### src/rtl/ts_serial_rx.sv
// Serial transport-stream receiver: synchronises a demodulator's 1-bit TS
// interface into the clk_i domain, assembles MSB-first bytes, checks packet
// framing (sync byte and length) and emits a dval/strt/data byte stream.
module ts_serial_rx #(
   parameter int unsigned PktLen   = 188,
   parameter logic [7:0]  SyncByte = 8'h47
) (
   input  logic        clk_i,
   input  logic        reset_ni,
   input  logic        ts_clock_i,
   input  logic        ts_start_i,
   input  logic        ts_valid_i,
   input  logic        ts_data_i,
   input  logic        enable_i,
   output logic [7:0]  data_o,
   output logic        dval_o,
   output logic        strt_o,
   output logic        locked_o,
   output logic [15:0] pkt_cnt_o,
   output logic [7:0]  sync_err_o,
   output logic [7:0]  len_err_o
);

   localparam logic [1:0] StHunt  = 2'd0;
   localparam logic [1:0] StFirst = 2'd1;
   localparam logic [1:0] StBody  = 2'd2;

   localparam logic [7:0] LastIdx = 8'(PktLen - 1);

   // Synchroniser stages
   logic tclk_s1_q, tclk_s2_q, tclk_s3_q;
   logic start_s1_q, start_s2_q;
   logic valid_s1_q, valid_s2_q;
   logic data_s1_q, data_s2_q;

   // Receiver state
   logic [1:0]  state_q, state_d;
   logic [2:0]  bit_cnt_q, bit_cnt_d;
   logic [6:0]  shreg_q, shreg_d;
   logic [7:0]  byte_idx_q, byte_idx_d;
   logic [7:0]  data_q, data_d;
   logic        dval_q, dval_d;
   logic        strt_q, strt_d;
   logic        locked_q, locked_d;
   logic [15:0] pkt_cnt_q, pkt_cnt_d;
   logic [7:0]  sync_err_q, sync_err_d;
   logic [7:0]  len_err_q, len_err_d;
   // Armed by a completed packet; the first stray bit afterwards is a long-packet error.
   logic        extra_arm_q, extra_arm_d;

   logic       bit_edge;
   logic       bit_take;
   logic [7:0] new_byte;

   function automatic logic [7:0] sat_inc(input logic [7:0] v);
      return (v == 8'hFF) ? v : v + 8'd1;
   endfunction

   assign bit_edge = tclk_s2_q & ~tclk_s3_q;
   assign bit_take = bit_edge & valid_s2_q;
   assign new_byte = {shreg_q, data_s2_q};

   // Two-flop synchronisers, plus a third ts_clock stage for rising-edge detect
   always_ff @(posedge clk_i or negedge reset_ni) begin
      if (!reset_ni) begin
         tclk_s1_q  <= 1'b0;
         tclk_s2_q  <= 1'b0;
         tclk_s3_q  <= 1'b0;
         start_s1_q <= 1'b0;
         start_s2_q <= 1'b0;
         valid_s1_q <= 1'b0;
         valid_s2_q <= 1'b0;
         data_s1_q  <= 1'b0;
         data_s2_q  <= 1'b0;
      end else begin
         tclk_s1_q  <= ts_clock_i;
         tclk_s2_q  <= tclk_s1_q;
         tclk_s3_q  <= tclk_s2_q;
         start_s1_q <= ts_start_i;
         start_s2_q <= start_s1_q;
         valid_s1_q <= ts_valid_i;
         valid_s2_q <= valid_s1_q;
         data_s1_q  <= ts_data_i;
         data_s2_q  <= data_s1_q;
      end
   end

   // Receiver state, output and counter registers
   always_ff @(posedge clk_i or negedge reset_ni) begin
      if (!reset_ni) begin
         state_q     <= StHunt;
         bit_cnt_q   <= 3'd0;
         shreg_q     <= 7'd0;
         byte_idx_q  <= 8'd0;
         data_q      <= 8'd0;
         dval_q      <= 1'b0;
         strt_q      <= 1'b0;
         locked_q    <= 1'b0;
         pkt_cnt_q   <= 16'd0;
         sync_err_q  <= 8'd0;
         len_err_q   <= 8'd0;
         extra_arm_q <= 1'b0;
      end else begin
         state_q     <= state_d;
         bit_cnt_q   <= bit_cnt_d;
         shreg_q     <= shreg_d;
         byte_idx_q  <= byte_idx_d;
         data_q      <= data_d;
         dval_q      <= dval_d;
         strt_q      <= strt_d;
         locked_q    <= locked_d;
         pkt_cnt_q   <= pkt_cnt_d;
         sync_err_q  <= sync_err_d;
         len_err_q   <= len_err_d;
         extra_arm_q <= extra_arm_d;
      end
   end

   // Framing FSM: bit assembly, sync/length checks and byte emission
   always_comb begin
      state_d     = state_q;
      bit_cnt_d   = bit_cnt_q;
      shreg_d     = shreg_q;
      byte_idx_d  = byte_idx_q;
      data_d      = data_q;
      dval_d      = 1'b0;
      strt_d      = 1'b0;
      locked_d    = locked_q;
      pkt_cnt_d   = pkt_cnt_q;
      sync_err_d  = sync_err_q;
      len_err_d   = len_err_q;
      extra_arm_d = extra_arm_q;

      if (!enable_i) begin
         // Abort silently; a later stray bit must not look like a long packet.
         state_d     = StHunt;
         extra_arm_d = 1'b0;
      end else if (bit_take) begin
         if (start_s2_q) begin
            // A start inside a packet means the previous one was short.
            if (state_q != StHunt) begin
               len_err_d = sat_inc(len_err_q);
               locked_d  = 1'b0;
            end
            shreg_d     = {6'd0, data_s2_q};
            bit_cnt_d   = 3'd1;
            byte_idx_d  = 8'd0;
            state_d     = StFirst;
            extra_arm_d = 1'b0;
         end else begin
            case (state_q)
               StFirst, StBody: begin
                  shreg_d   = {shreg_q[5:0], data_s2_q};
                  bit_cnt_d = bit_cnt_q + 3'd1;
                  if (bit_cnt_q == 3'd7) begin
                     if (state_q == StFirst) begin
                        if (new_byte == SyncByte) begin
                           data_d     = new_byte;
                           dval_d     = 1'b1;
                           strt_d     = 1'b1;
                           byte_idx_d = 8'd1;
                           state_d    = StBody;
                        end else begin
                           sync_err_d = sat_inc(sync_err_q);
                           locked_d   = 1'b0;
                           state_d    = StHunt;
                        end
                     end else begin
                        data_d     = new_byte;
                        dval_d     = 1'b1;
                        byte_idx_d = byte_idx_q + 8'd1;
                        if (byte_idx_q == LastIdx) begin
                           pkt_cnt_d   = pkt_cnt_q + 16'd1;
                           locked_d    = 1'b1;
                           state_d     = StHunt;
                           extra_arm_d = 1'b1;
                        end
                     end
                  end
               end
               default: begin
                  if (extra_arm_q) begin
                     len_err_d   = sat_inc(len_err_q);
                     locked_d    = 1'b0;
                     extra_arm_d = 1'b0;
                  end
               end
            endcase
         end
      end
   end

   assign data_o     = data_q;
   assign dval_o     = dval_q;
   assign strt_o     = strt_q;
   assign locked_o   = locked_q;
   assign pkt_cnt_o  = pkt_cnt_q;
   assign sync_err_o = sync_err_q;
   assign len_err_o  = len_err_q;

endmodule

### config.mk
export PLATFORM = sky130hd
export DESIGN_NAME = ts_serial_rx
export DESIGN_NICKNAME = d
export VERILOG_FILES = /design/src/rtl/ts_serial_rx.sv
export SDC_FILE = /design/constraint.sdc
export NUM_CORES = 1
export LEC_CHECK = 0
export ABC_CLOCK_PERIOD_IN_PS = 2300
export CAP_MARGIN = 20
export CORE_UTILIZATION = 54
export CTS_CLUSTER_DIAMETER = 30
export CTS_CLUSTER_SIZE = 10
export DETAILED_ROUTE_END_ITERATION = 10
export PLACE_DENSITY = 0.79
export SLEW_MARGIN = 20
export SYNTH_ARGS = -nofsm -noshare
export SYNTH_HDL_FRONTEND = slang
export SYNTH_SLANG_ARGS = --single-unit
### constraint.sdc
create_clock -name clk_i -period 2.3 [get_ports clk_i]
set_input_delay 0.46 -clock clk_i [delete_from_list [all_inputs] [get_ports clk_i]]
set_output_delay 0.46 -clock clk_i [all_outputs]
set_load 0.02 [all_outputs]
# ---- Word-level counts from Yosys, hierarchy flattened
# Cells that the tools add are included.
dict set report classes {
  n_div 0
  eq_ne 21
  mux 51
  n_reduce_logical 15
  n_addsub 5
  n_lt_le_gt_ge 0
  shifts 0
  mul 0
  bitwise 7
}
# op n
set op_table {}
lappend op_table {{8-bit two-way mux} 12}
lappend op_table {{1-bit two-way mux} 27}
lappend op_table {{8-bit by 1-bit adder with 8-bit output, second input constant} 3}
lappend op_table {{8-bit equality test, second input constant} 3}
lappend op_table {{4-bit inequality test, second input constant} 5}
lappend op_table {{16-bit by 1-bit adder with 16-bit output, second input constant} 1}
lappend op_table {{2-bit two-way mux} 8}
lappend op_table {{7-bit two-way mux} 2}
lappend op_table {{7-bit AND reduction} 2}
lappend op_table {{5-bit AND reduction} 2}
lappend op_table {{8-bit by 7-bit equality test with 1-bit output, second input constant} 1}
lappend op_table {{4-bit AND reduction} 2}
lappend op_table {{8-bit AND reduction} 1}
lappend op_table {{2-bit nonzero test} 4}
lappend op_table {{3-bit two-way mux} 2}
lappend op_table {{2-bit by 1-bit inequality test with 1-bit output, second input constant} 3}
lappend op_table {{3-bit by 1-bit inequality test with 1-bit output, second input constant} 2}
lappend op_table {{6-bit AND reduction} 1}
lappend op_table {{1-bit inverter} 5}
lappend op_table {{4-bit by 1-bit inequality test with 1-bit output, second input constant} 1}
lappend op_table {{3-bit by 1-bit adder with 3-bit output, second input constant} 1}
lappend op_table {{3-bit equality test, second input constant} 1}
lappend op_table {{3-bit by 2-bit inequality test with 1-bit output, second input constant} 1}
lappend op_table {{3-bit inequality test, second input constant} 1}
lappend op_table {{7 further kinds} 8}
dict set report totals {
  mem_bits_rw 0
  n_memories 0
  mem_bits_ro 0
  latchBits 0
  elab_cells 120
  reg_bits 73
  out_inout_bits 43
  inputBits 7
}

# ---- Longest topological paths before layout
# Gate-level depths: netlist of run 1.
dict set report logic_depth {
  word_depth 8
  depth_mapped 8
}

# ---- Least setup slack after synthesis of run 1
# Ideal clock, no wire load.
dict set report synth_timing {
  path_type {reg-to-reg}
  start {register state_q[0]}
  end {register data_q[0] (netlist: data_o[0])}
  arrival_time_ns 1.892
  t_required_ns 2.175
  period_less_slack_ns 2.017
  setup_slack_ns 0.283
  setup_ns 0.125
  stages_incl_launch_ff 9
  path_cell_list {dfrtp_1 > inv_1 > ha_1 > nor2b_1 > and2_1 > buf_2 > and3b_1 > buf_6 > mux2_4}
}
dict set report synth_between {
  elab_chain_cells 3
  word_cells_on_any_way 6
}
# element line
set synth_rtl {}
lappend synth_rtl {{from (decl)} 37} ;# logic [1:0] state_q, state_d;
lappend synth_rtl {{from (signal assigned)} 91} ;# state_q <= StHunt;
lappend synth_rtl {{from (signal assigned)} 104} ;# state_q <= state_d;
lappend synth_rtl {{2-bit by 1-bit equality test with 1-bit output or 2-bit equality test (tied branches)} {151, 156}}
lappend synth_rtl {{2-bit by 1-bit inequality test with 1-bit output (no source line) or 2-bit OR reduction (tied branches)} --}
lappend synth_rtl {{6-bit AND reduction (no source line)} --}
lappend synth_rtl {{to (signal assigned)} 108} ;# data_q <= data_d;
lappend synth_rtl {{to (decl)} 41} ;# logic [7:0] data_q, data_d;
# Parallel ways exist; a longest one is shown, timed or not.
# A chain may end at the register's enable or synchronous reset.

# ---- Worst setup path after layout of run 1
dict set report layout_timing {
  start {register shreg_q[4]}
  end {register data_q[5] (netlist: data_o[5])}
}
dict set report layout_between {
  elab_chain_cells 3
  word_cells_on_any_way 5
}
# element line
set layout_rtl {}
lappend layout_rtl {{from (decl)} 39} ;# logic [6:0] shreg_q, shreg_d;
lappend layout_rtl {{from (signal assigned)} 106} ;# shreg_q <= shreg_d;
lappend layout_rtl {{8-bit by 7-bit equality test with 1-bit output} 157} ;# if (new_byte == SyncByte) begin
lappend layout_rtl {{2-bit by 1-bit inequality test with 1-bit output (no source line)} --}
lappend layout_rtl {{6-bit AND reduction (no source line)} --}
# Parallel ways exist; a longest one is shown, timed or not. The select of a mux whose other input is x is not followed.

==> results of run 1 <==
## per-stage QoR
stage | hold slack (ns) | util (%)
finish | 0.137 | 70.8
global route | 0.177 | 70.8
CTS | 0.146 | 70.7
detailed placement | 0.339 | 67.6
global placement | 0.335 | 67.6
floorplan | 0.164 | -
## registers in the layout, summed over array words and instances (netlist names)
register,flops
data_s1_q,1
tclk_s1_q,1
data_o,8
start_s1_q,1
tclk_s3_q,1
shreg_q,7
dval_o,1
len_err_o,8
start_s2_q,1
byte_idx_q,8
pkt_cnt_o,16
state_q,2
tclk_s2_q,1
sync_err_o,8
bit_cnt_q,3
valid_s1_q,1
extra_arm_q,1
data_s2_q,1
valid_s2_q,1
locked_o,1
strt_o,1
## final cells by class
| cell class | instances | area, µm² | share of cell area [%] |
|---|---|---|---|
| timing repair buffer | 62 | 596 | 14.0 |
| clock inverter | 3 | 40.0 | 0.944 |
| clock buffer | 13 | 149 | 3.51 |
| multi-input combinational | 206 | 1520 | 35.8 |
| tap | 75 | 93.8 | 2.21 |
| inverter | 5 | 18.8 | 0.442 |
| sequential | 73 | 1830 | 43.1 |
## placed cells by master, fill, tap and decap left out, drive strengths merged, types with 2 or more instances in the layout
cell,instances
dfrtp,73
clkdlybuf4s50,48
nand2,22
xor2,22
nand3,18
buf,14
clkbuf,13
mux2,13
nor4,11
ha,10
nor2,9
nand4,8
nor3,8
a22o,8
o21ai,8
and3,7
xnor2,7
inv,5
a21oi,5
and2,4
nor2b,4
a31oi,4
or3,4
and4,4
o211ai,3
o311ai,3
nand4b,2
a32o,2
o31ai,2
o22a,2
clkinv,2
o21a,2
## worst paths after layout
check | slack, ns | start | depth (start not counted) | end
worst min register to register | 0.35 | start_s1_q | 0 | start_s2_q
worst min-delay path | 0.14 | reset_ni | 2 | pkt_cnt_o[7]
max in group asynchronous | 1.79 | reset_ni | 2 | len_err_o[2]
worst max-delay path | 0.22 | shreg_q[4] | 5 | data_o[5]
min in group clk_i | 0.35 | start_s1_q | 0 | start_s2_q
worst max register to register | 0.22 | shreg_q[4] | 5 | data_o[5]
## power groups by stage
stage | registers, W | logic [W] | clock network, W
final | 0.00138 | 0.000213 | 0.000986
after CTS | 0.00138 | 0.000216 | 0.00100
after detailed placement | 0.00141 | 0.000215 | 0
after global placement | 0.00140 | 0.000212 | 0
after floorplan | 0.00142 | 0.0000885 | 0
after global routing | 0.00139 | 0.000236 | 0.00106
## worst max-delay path, stage by stage, from the launching register on
cell     delay [ns]
dfrtp_1        0.42
or4b_4         0.59
o21a_4         0.23
and3b_1        0.25
buf_12         0.15
mux2_4         0.31
## kinds of logic after synthesis
group,synth area share (%)
AND/OR/NAND/NOR,18.2
flip-flops,53.8
AO/OA/AOI/OAI,9.69
XOR/XNOR,7.48
multiplexers,5.49
buffers and inverters,1.62
adder cells (fa/ha/maj),3.69
## per-layer routing
layer	up-vias	GRT usage, %
li1	1209	-
met4	0	12.5
met5	-	0
met2	64	35.0
met3	13	5.39
met1	1267	30.8
==> flow_metrics.tcl, run 1 <==
set metrics [dict create \
    clk_path_buf_depth 2 \
    hold_path.class "in -> async" \
    synth_area_um2 3390 \
    synth_common_cells "73 x dfrtp_1, 22 x nand2_1, 22 x xor2_1" \
    diodes 0 \
    dr_wl_met2_um 3330 \
    post_cts_buffers 0 \
    power_frac_clock_pct 38.2 \
    dieArea_um2 6610 \
    cts_hold_buf 0 \
    area_growth_pct 25.0 \
    netlist.area_leader.share_pct 53.8 \
    path_class "reg -> reg" \
    numCtsBuffers 9 \
    place_area_um2 4050 \
    p_switching_w 0.000620 \
    synthCells 291 \
    num_rows 28 \
    cts_tree "built" \
    synthTopCellsByArea "dfrtp_1 54%, xor2_1 5.7%, ha_1 3.7%, mux2_4 3.5%, nand3_1 2.7%" \
    cts-resized-gates 0 \
    via_per_inst 5.84 \
    finalNonFillerCells 437 \
    critPathLaunchType "flip-flop" \
    num_vias 2553 \
    drtAntennaViolNets 0 \
    rsz0062_at_grt "false" \
    grt_overflow_total 0 \
    firstDrtPassIters 4 \
    core_um2 5990 \
    ys_seq_area_share_pct 53.8 \
    crit_path_max_fanout 9 \
    synthArstFlopShare_pct 100 \
    ys.warnings.count 0 \
    clk_pin_slew_ns 0.08 \
    final_cell_area_um2 4240 \
    intPower_w 0.00196 \
    cellPowerDensity_nw_per_um2 609 \
    fillers 426 \
    ir_worst_vdd_uv 496 \
    worstPathRequired_ns 2.53 \
    leakagePower_nw 1.96 \
    grt_max_degree 40 \
    top_layer "met4" \
    synth_cell_types 52 \
    wl_um 6840 \
    max_freq_ghz 0.482 \
    layout_setup_ws_ns 0.223 \
    io_pins 50 \
    syn_avg_cell_area_um2 11.7 \
    switching_share_pct 24.0 \
    cts-root-buf "clkbuf_8" \
    setup_violations 0 \
    max-slew-margin-rel_pct 63.7 \
    drv_cap 0 \
    finalHoldViolCount 0 \
    dp_hpwl_um 4830 \
    yosysMostFrequentCell "dfrtp_1" \
    cp-end-kind "flip-flop" \
    status "complete, no violations" \
    nets 374 \
    fp.dieH_um 81.3 \
    p_comb_share_pct 8.3 \
    synth_edf_count 0 \
    gr-usage-all-layers_pct 23.2 \
    initial_core_util_pct 56.7 \
    total_power_w 0.00258 \
    min_period_ns 2.08 \
    pwr-share-seq_pct 53.5 \
    drc_errors 0 \
    worstMarginPinSlew_ns 0.542 \
    gp_congestion 0.898 \
    clk_latency_ns 0.35 \
    die_w_um 81.3 \
    drive_above_1_share_pct 11.9 \
    arrival_ns 2.31 \
    syn_nets 308 \
    dp_slack_ns -0.0409 \
    grt_pass1_wl_um 11300 \
    wl_per_cell_um 15.7 \
    wl_met3_um 313 \
    setup_tns_ns 0 \
    drv_slew 0 \
    grt_antenna_before_repair 0 \
    wl_met1_um 3070 \
    drtIter0Drc 133 \
    ys_ff_latch 73 \
    synth-main-ff-cell "dfrtp_1" \
    yosys.area.top_type "dfrtp_1" \
    cts_sinks 73 \
    grt_pass1_vias 2448 \
    dpl.cell_count 421 \
    io_buffers 49 \
    fin_skew_ns 0.00916 \
    fin_crit_sh_pct 90.3 \
    htreeDepth 3 \
]
Note: power is estimated with default switching activity, not from simulation.
==> run 2: changes to the inputs <==
--- a/config.mk
+++ b/config.mk
@@ -11,6 +11,7 @@
 export CTS_CLUSTER_DIAMETER = 30
 export CTS_CLUSTER_SIZE = 10
 export DETAILED_ROUTE_END_ITERATION = 10
+export GPL_TIMING_DRIVEN = 0
 export PLACE_DENSITY = 0.79
 export SLEW_MARGIN = 20
 export SYNTH_ARGS = -nofsm -noshare
==> flow_metrics.tcl, run 2 (synthesized netlist as in run 1, its figures left out) <==
set metrics [dict create \
    status "complete, no violations" \
    drtIter0Drc 163 \
    slowest_stage "clkdlybuf4s50_1" \
    grt_antenna_before_repair 0 \
    num_rows 28 \
    grt_pass1_vias 2335 \
    drv_cap 0 \
    crit_family "buffers and inverters" \
    drtAntennaViolNets 0 \
    via_per_inst 5.88 \
    grt_overflow_total 0 \
    ir_worst_vdd_uv 419 \
    rsz0062_at_grt "false" \
    worstMarginPinSlew_ns 0.746 \
    cts_sinks 73 \
    drive_above_1_share_pct 11.5 \
    numCtsBuffers 9 \
    dpl.cell_count 416 \
    dp_hpwl_um 4760 \
    die_w_um 81.3 \
    grt_pass1_wl_um 11000 \
    fin_skew_ns 0.00821 \
    layout_commonest_cell "dfrtp_1" \
    gp_congestion 0.811 \
    path_cells "clkdlybuf4s50_1, and4b_1, buf_2, and2_1, clkbuf_4, and3b_1, buf_6, mux2_4" \
    grt_max_degree 40 \
    cts_hold_buf 0 \
    core_um2 5990 \
    total_power_w 0.00259 \
    cts-root-buf "clkbuf_8" \
    fillers 431 \
    path_class "in -> reg" \
    finalNonFillerCells 432 \
    dieArea_um2 6610 \
    cellPowerDensity_nw_per_um2 615 \
    critPathLaunchType "primary input" \
    crit_path_max_fanout 10 \
    num_vias 2541 \
    clk_path_buf_depth 2 \
    initial_core_util_pct 56.7 \
    min_period_ns 2.20 \
    fp.dieH_um 81.3 \
    arrival_ns 2.43 \
    diodes 0 \
    max-slew-margin-rel_pct 49.9 \
    leakagePower_nw 1.93 \
    cp-end-kind "flip-flop" \
    fin_crit_sh_pct 95.7 \
    hold_path.class "in -> async" \
    io_buffers 49 \
    finalHoldViolCount 0 \
    cp_num_buf_inv 4 \
    nets 369 \
    wl_per_cell_um 15.7 \
    clk_latency_ns 0.34 \
    mostFrequentLayoutCells "73 x dfrtp_1, 48 x clkdlybuf4s50_1, 22 x nand2_1, 22 x xor2_1, 17 x nand3_1" \
    cts_tree "built" \
    max_freq_ghz 0.454 \
    setup_violations 0 \
    drc_errors 0 \
    wl_um 6790 \
    htreeDepth 3 \
    worstPathRequired_ns 2.52 \
    area_growth_pct 24.3 \
    io_pins 50 \
    firstDrtPassIters 4 \
    drv_slew 0 \
    critPathMaxStageDelay_ns 0.56 \
    largest_reg_flops 16 \
    gr-usage-all-layers_pct 22.4 \
    clk_pin_slew_ns 0.08 \
]
==> run 2: report_power, final <==
part	total [W]	internal (W)	switching, W	leakage [nW]
Clock	0.000988	0.000523	0.000466	0.102
Combinational	0.000223	0.000103	0.000119	0.842
Sequential	0.00138	0.00133	0.0000502	0.987
Total	0.00259	0.00196	0.000635	1.93
==> run 2: worst paths after layout <==
kind | start | to | slack (ns) | cells after the start
max | enable_i | data_o[2] | 0.1 | 8
min | reset_ni | pkt_cnt_o[5] | 0.05 | 1
max reg2reg | state_q[1] | data_o[2] | 0.14 | 8
min reg2reg | tclk_s1_q | tclk_s2_q | 0.35 | 0
max in group asynchronous | reset_ni | shreg_q[5] | 1.69 | 2
min in group clk_i | tclk_s1_q | tclk_s2_q | 0.35 | 0
==> run 2: repair_timing <==
| item | 4_1_cts | 5_1_grt |
|---|---|---|
| setup endpoints to repair | 1 | 26 |
| buffers inserted | 0 | 0 |
| gates resized for setup | 1 | 6 |
==> run 2: cell type report <==
class | count | area (µm²) | area share (%)
flip-flops and latches | 73 | 1830 | 43.3
inverters | 5 | 18.8 | 0.445
repair buffers | 50 | 508 | 12.0
clock buffers | 10 | 138 | 3.26
well taps | 75 | 93.8 | 2.22
clock inverters | 6 | 57.6 | 1.36
multi-input cells | 206 | 1540 | 36.4
plain buffers | 7 | 40.0 | 0.949
==> run 2: worst reg2reg max path, delay by kind of cell, from the launching register on <==
family                   cells  cell delay [ns]
adder cells (fa/ha/maj)      1             0.31
AND/OR/NAND/NOR              3             0.52
buffers and inverters        3             0.48
flip-flops                   1             0.41
multiplexers                 1             0.31
==> run 2: routing by layer <==
layer	vias to the layer above	routed length, µm	global-route usage [%]
li1	1203	-	-
met1	1259	3150	30.0
met2	66	3230	34.7
met3	13	271	4.27
met4	0	139	11.6
met5	-	0	0
==> run 2: metrics by stage <==
step	setup slack (ns)	util [%]	instance area (µm²)	hold slack [ns]	setup TNS (ns)
2_1_floorplan	0.283	-	3390	0.164	0
3_3_place_gp	-1.62	66.4	3980	0.333	-121.30
3_5_place_dp	-0.269	66.7	4000	0.337	-4.10
4_1_cts	0.0179	70.0	4190	0.0588	0
5_1_grt	0.00213	70.4	4220	0.0832	0
6_report	0.0991	70.4	4220	0.0548	0
